==> config.mk <==
export PLATFORM = sky130hd
export DESIGN_NAME = fp_mult_scheduler
export DESIGN_NICKNAME = d
export VERILOG_FILES = /design/src/rtl/fp_mult_scheduler.sv
export SDC_FILE = /design/constraint.sdc
export NUM_CORES = 1
export LEC_CHECK = 0
export CORE_MARGIN = 5
export CORE_UTILIZATION = 50
export DETAILED_ROUTE_END_ITERATION = 7
export DONT_BUFFER_PORTS = 1
export PLACE_DENSITY = 0.64
export SLEW_MARGIN = 30
export SYNTH_ARGS = -nofsm -noshare
export SYNTH_HDL_FRONTEND = slang
export SYNTH_SLANG_ARGS = --single-unit
==> constraint.sdc <==
create_clock -name clk -period 2.7 [get_ports clk]
set_clock_uncertainty 0.2 [all_clocks]
set_input_delay 0.54 -clock clk [delete_from_list [all_inputs] [get_ports clk]]
set_output_delay 0.54 -clock clk [all_outputs]
set_load 0.1 [all_outputs]
==> src/rtl/fp_mult_scheduler.sv <==
`default_nettype none
// ============================================================================
// Module   : fp_mult_scheduler
// Purpose  : Sequences a fixed-latency FP multiply beside ID/EX, stalls ID on
//            hazards against its pending destination, arbitrates the FPR port.
// Revision : 1.0 - initial release
// ============================================================================
module fp_mult_scheduler #(
  parameter int MULT_LATENCY = 5,
  parameter int CNT_W        = 4
) (
  input  logic        clk,
  input  logic        reset,
  input  logic        i_id_valid,
  input  logic        i_id_is_mult,
  input  logic [4:0]  i_id_Rs,
  input  logic [4:0]  i_id_Rt,
  input  logic [4:0]  i_id_Rw,
  input  logic [31:0] i_mult_result,
  input  logic        i_pipe_wb_we,
  input  logic [4:0]  i_pipe_wb_Rw,
  input  logic [31:0] i_pipe_wb_data,
  output logic        o_mult_start,
  output logic        o_rf_we,
  output logic [4:0]  o_rf_Rw,
  output logic [31:0] o_rf_busW,
  output logic        o_Stall_ID,
  output logic        o_mult_busy
);

  typedef enum logic [1:0] {
    S_IDLE = 2'd0,
    S_BUSY = 2'd1,
    S_HOLD = 2'd2
  } state_t;

  localparam logic [CNT_W-1:0] C_CNT_LOAD = CNT_W'(MULT_LATENCY - 1);

  state_t      r_state;
  state_t      w_state_nxt;
  logic [CNT_W-1:0] r_cnt;
  logic [4:0]  r_pend_Rw;
  logic [31:0] r_buf;

  logic        w_busy;
  logic        w_issue;
  logic        w_done;
  logic        w_mult_wr;
  logic [31:0] w_mult_data;

  assign w_busy = (r_state != S_IDLE);
  assign w_done = (r_state == S_BUSY) && (r_cnt == '0);

  // F0 is an ordinary register here, so no zero-register exemption.
  assign o_Stall_ID = i_id_valid & w_busy &
                      (i_id_is_mult | (i_id_Rs == r_pend_Rw) |
                       (i_id_Rt == r_pend_Rw) | (i_id_Rw == r_pend_Rw));

  assign w_issue = !reset && (r_state == S_IDLE) && i_id_valid &&
                   i_id_is_mult && !o_Stall_ID;

  assign o_mult_start = w_issue;
  assign o_mult_busy  = w_busy;

  always_comb begin
    w_state_nxt = r_state;
    w_mult_wr   = 1'b0;
    w_mult_data = r_buf;
    unique case (r_state)
      S_IDLE: begin
        if (w_issue) w_state_nxt = S_BUSY;
      end
      S_BUSY: begin
        if (w_done) begin
          if (i_pipe_wb_we) begin
            w_state_nxt = S_HOLD;
          end else begin
            w_state_nxt = S_IDLE;
            w_mult_wr   = 1'b1;
            w_mult_data = i_mult_result;
          end
        end
      end
      S_HOLD: begin
        if (!i_pipe_wb_we) begin
          w_state_nxt = S_IDLE;
          w_mult_wr   = 1'b1;
        end
      end
      default: w_state_nxt = S_IDLE;
    endcase
  end

  // Pipeline writeback always owns the port; a reset cycle never commits a multiply.
  always_comb begin
    o_rf_we   = 1'b0;
    o_rf_Rw   = 5'd0;
    o_rf_busW = 32'd0;
    if (i_pipe_wb_we) begin
      o_rf_we   = 1'b1;
      o_rf_Rw   = i_pipe_wb_Rw;
      o_rf_busW = i_pipe_wb_data;
    end else if (w_mult_wr && !reset) begin
      o_rf_we   = 1'b1;
      o_rf_Rw   = r_pend_Rw;
      o_rf_busW = w_mult_data;
    end
  end

  always_ff @(posedge clk) begin
    if (reset) r_state <= S_IDLE;
    else       r_state <= w_state_nxt;
  end

  always_ff @(posedge clk) begin
    if (reset) begin
      r_cnt     <= '0;
      r_pend_Rw <= 5'd0;
      r_buf     <= 32'd0;
    end else begin
      if (w_issue) begin
        r_cnt     <= C_CNT_LOAD;
        r_pend_Rw <= i_id_Rw;
      end else if ((r_state == S_BUSY) && (r_cnt != '0)) begin
        r_cnt <= r_cnt - CNT_W'(1);
      end
      if (w_done && i_pipe_wb_we) r_buf <= i_mult_result;
    end
  end

endmodule
`default_nettype wire
# Word-level counts from Yosys, hierarchy flattened
# Cells that the tools add are included.
# word_totals
ff_bits	43
input_bits	89
output_inout_bits	41
wordCells	54
# classes
n_addsub	1
eq_ne	8
n_mux	18
n_bitwise	5
reduce_logical	17
# ops
cell	count
$mux W32	4
$eq A5 B5 Y1	3
$mux W5	2
$logic_and A1 B1 Y1	8
$mux W2	4
$mux W3	2
$ne A2 B2 Y1 const B	3
$pmux W2 S3	1
$logic_not A4 Y1	1
$mux W1	4
$reduce_bool A2 Y1	2
$reduce_bool A4 Y1	1
$sub A4 B1 Y4 const B	1
$or A1 B1 Y1	3
$reduce_and A3 Y1	1
$and A1 B1 Y1	2
$eq A2 B1 Y1 const B	1
$eq A2 B2 Y1 const B	1
$logic_not A1 Y1	2
$logic_not A2 Y1	1
$pmux W1 S2	1
$reduce_or A2 Y1	1

# Depth between registers and ports, before layout
# Gate-level depths: netlist of the first run.
# depth
depth_word	9
ltp_mapped	9
mapped_depth_nobuf	6

# Least setup slack after synthesis of the first run
# OpenSTA, ideal clock, no wires.
# synth_timing
path_type	reg2out
startpoint	register r_cnt[0]
endpoint	output o_rf_busW[2]
arrival_time_ns	3.623
required_time_ns	1.960
setup_slack_ns	-1.663
stages_incl_launch_ff	9
path_buffers	2
cell_sequence	dfxtp_1 -> inv_1 -> ha_1 -> or3b_1 -> buf_6 -> nor2_8 -> o211ai_1 -> clkbuf_1 -> o21ai_0
# synth_between
elab_chain_len	7
word_cells_on_any_way	9
cone_classes	mux: 6; reduce/logical: 3
# synth_lines
item	line	rtl
start, declared	41	logic [CNT_W-1:0] r_cnt;
start signal, assigned	125	r_cnt <= r_cnt - CNT_W'(1);
$logic_not A4 Y1 (*)	52	assign w_done = (r_state == S_BUSY) && (r_cnt == '0);
$logic_and A1 B1 Y1 (*)	52	
$mux W1	74	if (w_done) begin
$pmux W1 S2	69	unique case (r_state)
$logic_and A1 B1 Y1	103	end else if (w_mult_wr && !reset) begin
$mux W32 (*)	103	
$mux W32 (*)	99	if (i_pipe_wb_we) begin
end, declared	26	output logic [31:0] o_rf_busW,
# Every way passes the cells marked *; elsewhere a longest branch is shown, timed or not.

# Worst setup path in the final report of the first run
# layout_timing
startpoint	register r_cnt[0]
endpoint	output o_rf_busW[9]
# Same word-level chain as after synthesis.

==> results of run 1 <==
## cell usage after synthesis
cell type | count | area (µm²)
dfxtp_1 | 43 | 861
or2_1 | 1 | 6.26
or3b_1 | 1 | 8.76
a21oi_1 | 34 | 170
a2111oi_0 | 1 | 8.76
buf_2 | 3 | 15.0
nand2b_1 | 7 | 43.8
xnor2_1 | 7 | 61.3
a22o_1 | 5 | 43.8
nand2_1 | 102 | 383
and2_1 | 1 | 6.26
ha_1 | 6 | 75.1
clkbuf_4 | 1 | 7.51
a31oi_1 | 1 | 6.26
o21ai_0 | 32 | 160
nor2_8 | 1 | 20.0
nand3_1 | 5 | 25.0
a311oi_1 | 1 | 8.76
nand4b_1 | 1 | 8.76
o211a_1 | 1 | 10.0
nor2_1 | 4 | 15.0
nor3_1 | 6 | 30.0
buf_4 | 2 | 15.0
mux2i_1 | 33 | 330
clkbuf_1 | 18 | 67.6
inv_1 | 8 | 30.0
xor2_1 | 11 | 96.3
o21ai_1 | 5 | 25.0
o211ai_1 | 1 | 7.51
a222oi_1 | 1 | 10.0
buf_6 | 1 | 11.3
## worst reg2reg max path, cell delays in order (launching register included)
cell and delay, ps:
dfxtp_2 340, inv_2 70, ha_4 120, or3b_4 410, buf_4 170, or2_2 540
nand2_1 170, a21oi_1 80
## stage by stage
| stage | util (%) | hold slack (ps) | setup slack (ps) |
|---|---|---|---|
| 6_report | 83.0 | 115 | -271 |
| 5_1_grt | 83.0 | 93.3 | -351 |
| 4_1_cts | 79.7 | 104 | -231 |
| 3_5_place_dp | 75.6 | 240 | 5.84 |
| 3_3_place_gp | 75.6 | 234 | 64.4 |
| 2_1_floorplan | - | 236 | -241 |
## registers in the layout, summed over array words and instances, names as in the netlist
name / cells
r_cnt: 4
r_buf: 32
r_pend_Rw: 5
r_state: 2
## cells by family (layout without fill, tap and decap cells)
group	after synthesis	in the layout	synth area share, %
flops	43	43	33.5
fa+ha+maj	6	6	2.92
compound gates	82	82	17.5
simple gates	129	129	21.3
mux	33	33	12.9
xor+xnor	18	18	6.14
buf+inv	33	71	5.70
## power by group through the flow
stage               sequential (mW)  clock, mW  combinational (mW)
floorplan                     0.791          0                1.23
global placement              0.802          0                1.52
finish                        0.809      0.409                1.75
CTS                           0.800      0.415                1.63
global route                  0.823      0.449                1.86
detailed placement            0.806          0                1.54
## what timing repair did
item | in CTS | in global routing
cloned | 0 | 2
setup endpoints to repair | 38 | 38
gates resized for setup | 23 | 24
setup buffers | 0 | 4
pin swaps | 0 | 2
## cell usage in the layout (no fill, tap or decap), types with 6 or more instances in the layout
| cell type | count |
|---|---|
| a21oi_1 | 34 |
| buf_12 | 42 |
| buf_4 | 11 |
| clkbuf_8 | 6 |
| dfxtp_1 | 41 |
| inv_1 | 6 |
| mux2i_1 | 10 |
| mux2i_2 | 18 |
| nand2_1 | 102 |
| nand2b_1 | 6 |
| nor3_1 | 6 |
| o21ai_4 | 32 |
| xnor2_1 | 7 |
| xor2_1 | 11 |
## how the worst max path moves through the flow
stage / to / cells past startpoint
2_1_floorplan: o_rf_busW[11] / 8
3_3_place_gp: o_rf_busW[13] / 8
3_5_place_dp: o_rf_Rw[1] / 8
4_1_cts: o_rf_busW[27] / 8
5_1_grt: o_rf_busW[9] / 9
6_report: o_rf_busW[9] / 9
## layer usage
layer / wire, µm / share of wire, %
met2: 3870 / 50
met4: 44 / 0.57
met3: 799 / 10
met5: 0 / 0
met1: 2990 / 39
## layout make-up
type | count | area (µm²)
inverter | 8 | 30.0
tap | 70 | 87.6
clock buffer | 6 | 82.6
fill | 302 | 858
clock inverter | 1 | 5.00
sequential | 43 | 863
timing repair buffer | 56 | 971
multi-input combinational | 268 | 2140
==> flow_metrics.env, run 1 <==
export IMPL_outcome="complete, but fails checks"
export IMPL_violations="negative setup slack"
export IMPL_slew_headroom_pct=58.9
export IMPL_layout_min_cycle_time_ps=2970
export IMPL_internal_power_mw=1.65
export IMPL_use_met2_pct=38.3
export IMPL_finalInstanceArea_um2=4180
export IMPL_worst_pin_slew_ps=616
export IMPL_synthCells=344
export IMPL_worstSetupStartpoint="r_cnt[0]"
export IMPL_grt_max_degree=46
export IMPL_clock_power_share_pct=13.8
export IMPL_track_usage_pct=21.9
export IMPL_cts_root_buf="clkbuf_8"
export IMPL_die_h_um=81.7
export IMPL_path_clk_slew_ps=80
export IMPL_finalHoldViolCount=0
export IMPL_drtIter0Drc=96
export IMPL_drt_first_pass_iters=5
export IMPL_powerDensity_nw_per_um2=710
export IMPL_sw_frac_of_total_pct=44.5
export IMPL_cp_data_arrival_time_ps=2230
export IMPL_ir_drop_mv=0.439
export IMPL_timing_rr_start="r_cnt[0]"
export IMPL_ys_seq_area_share_pct=33.5
export IMPL_finalNetCount=477
export IMPL_h_tree_depth=2
export IMPL_yosys_warnings=0
export IMPL_drv_slew=0
export IMPL_drive_above_1_share_pct=35.3
export IMPL_numCtsBuffers=5
export IMPL_fin_cells=452
export IMPL_fmax_mhz=337
export IMPL_max_stage_delay_ps=410
export IMPL_ant_nets=0
export IMPL_start_util_pct=50.9
export IMPL_leakage_nw=1.46
export IMPL_worstSetupPathType="reg -> out"
export IMPL_timing_critical_path_max_delay_family="buffers and inverters"
export IMPL_end_kind="output port"
export IMPL_r2r_end="r_buf[16]"
export IMPL_die_w_um=81.7
export IMPL_hp_class="in -> reg"
export IMPL_worstSkewPairLatency_ps=290
export IMPL_ctsHoldBuffers=0
export IMPL_fin_crit_sh_pct=110
export IMPL_p_total_mw=2.97
export IMPL_synth_area_per_cell_um2=7.46
export IMPL_p_switching_mw=1.32
export IMPL_r2r_slack_ps=470
export IMPL_placed_area_um2=3810
export IMPL_rsz0062_at_grt="yes"
export IMPL_vias=2521
export IMPL_hpwlAfterDp_um=5320
export IMPL_portBuffers=0
export IMPL_fin_setup_tns_ps=-8710
export IMPL_critPathMaxFanout=12
export IMPL_grt_pass1_wl_um=11500
export IMPL_core_rowCount=26
export IMPL_grt_overflow=0
export IMPL_totalWireLength_um=7700
export IMPL_critical_path_buf_inv_count=4
export IMPL_hold_start="reset"
export IMPL_ys_ff_latch=43
export IMPL_p_comb_share_pct=59.0
export IMPL_cts_buffer_depth=2
export IMPL_vias_per_cell=5.58
export IMPL_grt_pass1_vias=2465
export IMPL_worst_setup_path_start_kind="register"
export IMPL_syn_area_um2=2570
export IMPL_pwr_share_seq_pct=27.2
export IMPL_dieArea_um2=6670
export IMPL_io_pins=130
export IMPL_tritoncts="yes"
export IMPL_worstHoldEndpoint="r_cnt[2]"
export IMPL_antennaDiodeCount=0
export IMPL_crit_slowest_cell="or3b_4"
export IMPL_antenna_found_initial=0
export IMPL_cts_sinks=43
export IMPL_hold_depth=1
export IMPL_drt_wirelength_per_cell_um=17.0
export IMPL_busiest_layer="met2"
export IMPL_maxCapViolCount=0
export IMPL_grtUsageMet3_pct=8.66
export IMPL_finalSetupViolations=38
export IMPL_drc=0
export IMPL_cp_required_ps=1960
export IMPL_gp_congestion=0.768
export IMPL_layout_setup_ws_ps=-271
export IMPL_globalRouteMet1Util_pct=25.1
export IMPL_rr_worst_depth=7
export IMPL_syn_to_final_growth_pct=63.0
export IMPL_path_cells="inv_2 > ha_4 > or3b_4 > nor2_8 > o211ai_1 > buf_4 > buf_6 > o21ai_4 > buf_12"
export IMPL_synth_distinct_cells=31
export IMPL_fp_coreArea_um2=5040
export IMPL_dp_cells=439
export IMPL_syn_num_nets=439
(Power assumes the default switching activity.)
==> inputs of run 2 (changes only) <==
- CORE_ASPECT_RATIO: unset -> 1.75
==> run 2 against run 1 <==
Utilization up 0.43 points. Fmax up 1.4%. Critical endpoint is now o_rf_busW[29]. Count of clock-buffer cells in the layout unchanged. Routed wire length up 6.4%. Critical path depth down 1. Register-to-register slack better by 80 ps. Worst hold slack about the same. Largest power group unchanged. Sequential power about the same. Clock power down 1%. Sequential share of layout area up 0.16 points. The run still ends with negative setup slack left. Global-route usage up 1.9 points.
==> flow_metrics.env, run 2 (same netlist as run 1, synthesis figures left out) <==
export IMPL_die_w_um=64.2
export IMPL_io_pins=130
export IMPL_critPathMaxFanout=9
export IMPL_vias=2583
export IMPL_cts_buffer_depth=2
export IMPL_ant_nets=0
export IMPL_end_kind="output port"
export IMPL_p_switching_mw=1.34
export IMPL_core_rowCount=34
export IMPL_gp_congestion=0.768
export IMPL_final_common_cell="nand2_1"
export IMPL_numCtsBuffers=5
export IMPL_pwr_share_seq_pct=26.6
export IMPL_cts_root_buf="clkbuf_8"
export IMPL_worst_pin_slew_ps=495
export IMPL_hold_start="reset"
export IMPL_grt_pass1_vias=2850
export IMPL_die_h_um=105
export IMPL_hp_class="in -> reg"
export IMPL_hpwlAfterDp_um=5730
export IMPL_start_util_pct=51.6
export IMPL_sw_frac_of_total_pct=44.2
export IMPL_largestRegisters="r_buf: 32 flops, r_pend_Rw: 5 flops, r_cnt: 4 flops"
export IMPL_path_clk_slew_ps=70
export IMPL_path_cells="inv_2 > ha_4 > or3b_4 > nor2_8 > o211ai_1 > buf_4 > o21ai_4 > buf_12"
export IMPL_worstSetupPathType="reg -> out"
export IMPL_fmax_mhz=341
export IMPL_worstSetupStartpoint="r_cnt[0]"
export IMPL_fin_setup_tns_ps=-7360
export IMPL_finalNetCount=480
export IMPL_rsz0062_at_grt="yes"
export IMPL_layout_min_cycle_time_ps=2930
export IMPL_fin_crit_sh_pct=109
export IMPL_outcome="complete, but fails checks"
export IMPL_drt_first_pass_iters=4
export IMPL_finalHoldViolCount=0
export IMPL_top_register="r_buf"
export IMPL_track_usage_pct=23.8
export IMPL_grt_pass1_wl_um=13200
export IMPL_grt_max_degree=46
export IMPL_vias_per_cell=5.88
export IMPL_final_core_util_pct=83.4
export IMPL_crit_slowest_cell="or3b_4"
export IMPL_totalWireLength_um=8200
export IMPL_portBuffers=0
export IMPL_finalSetupViolations=38
export IMPL_worstSkewPairLatency_ps=290
export IMPL_finalInstanceArea_um2=4150
export IMPL_violations="negative setup slack"
export IMPL_leakage_nw=1.46
export IMPL_drive_above_1_share_pct=36.6
export IMPL_internal_power_mw=1.70
export IMPL_h_tree_depth=2
export IMPL_ctsHoldBuffers=0
export IMPL_cp_data_arrival_time_ps=2190
export IMPL_placed_area_um2=3800
export IMPL_drt_wirelength_per_cell_um=18.7
export IMPL_layout_common_cells="nand2_1 (102), buf_12 (42), dfxtp_1 (41)"
export IMPL_fillerInstances=292
export IMPL_layout_setup_ws_ps=-231
export IMPL_clock_power_share_pct=13.3
export IMPL_powerDensity_nw_per_um2=732
export IMPL_p_comb_share_pct=60.1
export IMPL_grt_overflow=0
export IMPL_worst_setup_path_start_kind="register"
export IMPL_syn_to_final_growth_pct=61.7
export IMPL_timing_rr_start="r_cnt[0]"
export IMPL_slew_headroom_pct=67.0
export IMPL_drv_slew=0
export IMPL_drc=0
export IMPL_tritoncts="yes"
export IMPL_antennaDiodeCount=0
export IMPL_max_stage_delay_ps=410
export IMPL_fp_coreArea_um2=4980
export IMPL_largest_reg_flops=32
export IMPL_maxCapViolCount=0
export IMPL_antenna_found_initial=0
export IMPL_whs_ps=115
export IMPL_cts_sinks=43
export IMPL_p_total_mw=3.04
export IMPL_drtIter0Drc=97
export IMPL_dieArea_um2=6720
export IMPL_ir_drop_mv=0.728
export IMPL_cp_required_ps=1960
[run 2: changes by cell type in the layout (fill, tap and decap cells not counted), moves of 2 or more]
cell	previous run	this run
buf_4	11	14
mux2i_1	10	7
mux2i_2	18	23
mux2i_4	5	3
o21ai_2	0	2
o21ai_4	32	30
[run 2: cell type report]
cell class              instances  area [µm²]  area share (%)
inverters                       8        30.0           0.723
repair buffers                 59         980            23.6
clock buffers                   6        82.6            1.99
flip-flops and latches         43         863            20.8
multi-input cells             268        2120            51.1
clock inverters                 1        5.00           0.121
well taps                      54        67.6            1.63
[run 2: power groups by stage]
stage                     combinational, mW  sequential (mW)  clock (mW)
after floorplan                        1.23            0.791           0
after global placement                 1.51            0.798           0
after detailed placement               1.55            0.806           0
final                                  1.83            0.808       0.405
after global routing                   1.93            0.819       0.439
after CTS                              1.75            0.804       0.410
[run 2: worst paths after layout]
path         cells past startpoint             to  slack [ps]
max reg2reg                      7     r_state[1]         550
max                              8  o_rf_busW[29]        -230
min                              1       r_cnt[0]         110
min reg2reg                      2      r_buf[26]         250
[run 2: what timing repair did]
item	CTS	global route
endpoints found under the setup margin	38	38
pin swaps	1	1
setup buffers	4	2
resized for setup	40	5
[run 2: critical path: cells and delay by family, from the launching register on]
family                     cells  cell delay [ps]
buffers and inverters          3              530
AOI/OAI and AO/OA              2              350
and+or+nand+nor                2              550
adders and majority gates      1              120
DFF                            1              330
[run 2: metrics by stage]
| step | worst slack (ps) | instances |
|---|---|---|
| CTS | -228 | 437 |
| global route | -329 | 439 |
| floorplan | -241 | 344 |
| finish | -231 | 439 |
| detailed placement | -46.1 | 426 |
| global placement | 32.8 | 426 |
[run 2: routing by layer]
layer | vias to the layer above | track usage (%) | part of all wire, %
met4 | 0 | 7.57 | 1.4
met1 | 1238 | 24.7 | 34
met2 | 101 | 44.2 | 56
met3 | 11 | 7.09 | 8.2
met5 | - | 0 | 0
li1 | 1233 | - | -
==> inputs of run 3 (changes only) <==
- CAP_MARGIN: unset -> 20
- RECOVER_POWER: unset -> 50
==> run 3 against run 2 <==
The run still ends with negative setup slack left. Highest routed layer unchanged. Fmax is essentially flat. Count of clock-buffer cells in the layout is the same. Non-clock buffer count is the same. Critical endpoint unchanged. Design area shrank 0.12%. Largest power group unchanged. Routed wire length is the same.
==> flow_metrics.env, run 3 (same netlist as run 1, synthesis figures left out) <==
export IMPL_ant_nets=0
export IMPL_powerDensity_nw_per_um2=732
export IMPL_fin_cells=439
export IMPL_drc=0
export IMPL_drtIter0Drc=105
export IMPL_finalHoldViolCount=0
export IMPL_numCtsBuffers=5
export IMPL_slew_headroom_pct=52.1
export IMPL_syn_to_final_growth_pct=61.5
export IMPL_outcome="complete, but fails checks"
export IMPL_largestRegisters="r_buf: 32 flops, r_pend_Rw: 5 flops, r_cnt: 4 flops"
export IMPL_hp_class="in -> reg"
export IMPL_hpwlAfterDp_um=5730
export IMPL_drt_first_pass_iters=4
export IMPL_rsz0062_at_grt="yes"
export IMPL_worstSkewPairLatency_ps=290
export IMPL_worstSetupPathType="reg -> out"
export IMPL_fp_coreArea_um2=4980
export IMPL_h_tree_depth=2
export IMPL_antenna_found_initial=0
export IMPL_final_core_util_pct=83.3
export IMPL_antennaDiodeCount=0
export IMPL_fmax_mhz=341
export IMPL_cts_root_buf="clkbuf_8"
export IMPL_portBuffers=0
export IMPL_top_register="r_buf"
export IMPL_core_rowCount=34
export IMPL_io_pins=130
export IMPL_leakage_nw=1.46
export IMPL_layout_min_cycle_time_ps=2930
export IMPL_dp_cells=426
export IMPL_violations="negative setup slack"
export IMPL_cp_data_arrival_time_ps=2190
export IMPL_grt_pass1_wl_um=13200
export IMPL_tritoncts="yes"
export IMPL_ctsHoldBuffers=0
export IMPL_die_w_um=64.2
export IMPL_grt_overflow=0
export IMPL_dieArea_um2=6720
export IMPL_grt_max_degree=46
export IMPL_final_common_cell="nand2_1"
export IMPL_drt_wirelength_per_cell_um=18.7
export IMPL_path_clk_slew_ps=70
export IMPL_drv_slew=0
export IMPL_finalNetCount=480
export IMPL_end_kind="output port"
export IMPL_vias=2587
export IMPL_die_h_um=105
export IMPL_totalWireLength_um=8200
export IMPL_gp_congestion=0.768
export IMPL_cts_sinks=43
export IMPL_worst_pin_slew_ps=719
export IMPL_maxCapViolCount=0
export IMPL_fin_crit_sh_pct=108
export IMPL_cp_required_ps=1960
export IMPL_track_usage_pct=23.8
export IMPL_worst_setup_path_start_kind="register"
export IMPL_critPathMaxFanout=10
export IMPL_largest_reg_flops=32
export IMPL_layout_common_cells="nand2_1 (102), buf_12 (42), dfxtp_1 (41)"
export IMPL_vias_per_cell=5.89
export IMPL_grt_pass1_vias=2850
export IMPL_start_util_pct=51.6
export IMPL_finalSetupViolations=38
export IMPL_cts_buffer_depth=2
export IMPL_r2r_slack_ps=340
export IMPL_fin_setup_tns_ps=-7240
export IMPL_ir_drop_mv=0.728
export IMPL_drive_above_1_share_pct=36.6
export IMPL_layout_setup_ws_ps=-229
## run 3: cell types whose count changed in the layout (fill, tap and decap cells not counted)
cell | before | now
clkbuf_2 | 0 | 2
buf_4 | 14 | 12
## run 3: worst max-delay path, cell delays in order (launching register included)
cell and delay (ps):
dfxtp_2 330, inv_2 70, ha_4 120, or3b_4 410, nor2_8 140, buf_6 210, mux2i_2 320, o21ai_4 110
buf_12 170
## run 3: timing repair
item	CTS	global route
resized for setup	40	5
buffers inserted	4	2
endpoints found under the setup margin	38	38
pin swaps	1	1
## run 3: per-stage QoR
| step | hold slack [ps] | total power, mW | cell area (µm²) | setup slack, ps |
|---|---|---|---|---|
| after floorplan | 236 | 2.03 | 2960 | -241 |
| after global placement | 235 | 2.31 | 3800 | 32.8 |
| after detailed placement | 239 | 2.35 | 3800 | -46.1 |
| after CTS | 105 | 2.96 | 4110 | -228 |
| after global routing | 107 | 3.18 | 4150 | -329 |
| final | 116 | 3.04 | 4150 | -229 |
## run 3: final cells by class
class	instances	area, µm²
clock buffer	6	82.6
clock inverter	1	5.00
fill	293	831
inverter	8	30.0
multi-input combinational	268	2120
sequential	43	863
tap	54	67.6
timing repair buffer	59	975
## run 3: per-layer routing
| layer | vias up | wire length [µm] | track usage (%) |
|---|---|---|---|
| li1 | 1231 | - | - |
| met1 | 1233 | 2770 | 24.7 |
| met2 | 112 | 4610 | 44.2 |
| met3 | 11 | 711 | 7.09 |
| met4 | 0 | 111 | 7.57 |
| met5 | - | 0 | 0 |
## run 3: power breakdown
group          switching, mW  internal, mW
Combinational           1.06         0.762
Sequential            0.0774         0.730
Clock                  0.205         0.201
Total                   1.34          1.69
## run 3: worst paths after layout
check / from / to / cells past startpoint
hold reg to reg: r_buf[2] / r_buf[2] / 2
setup / recovery: r_cnt[0] / o_rf_busW[29] / 8
hold / removal: reset / r_buf[27] / 1
setup reg to reg: r_cnt[0] / r_buf[9] / 8
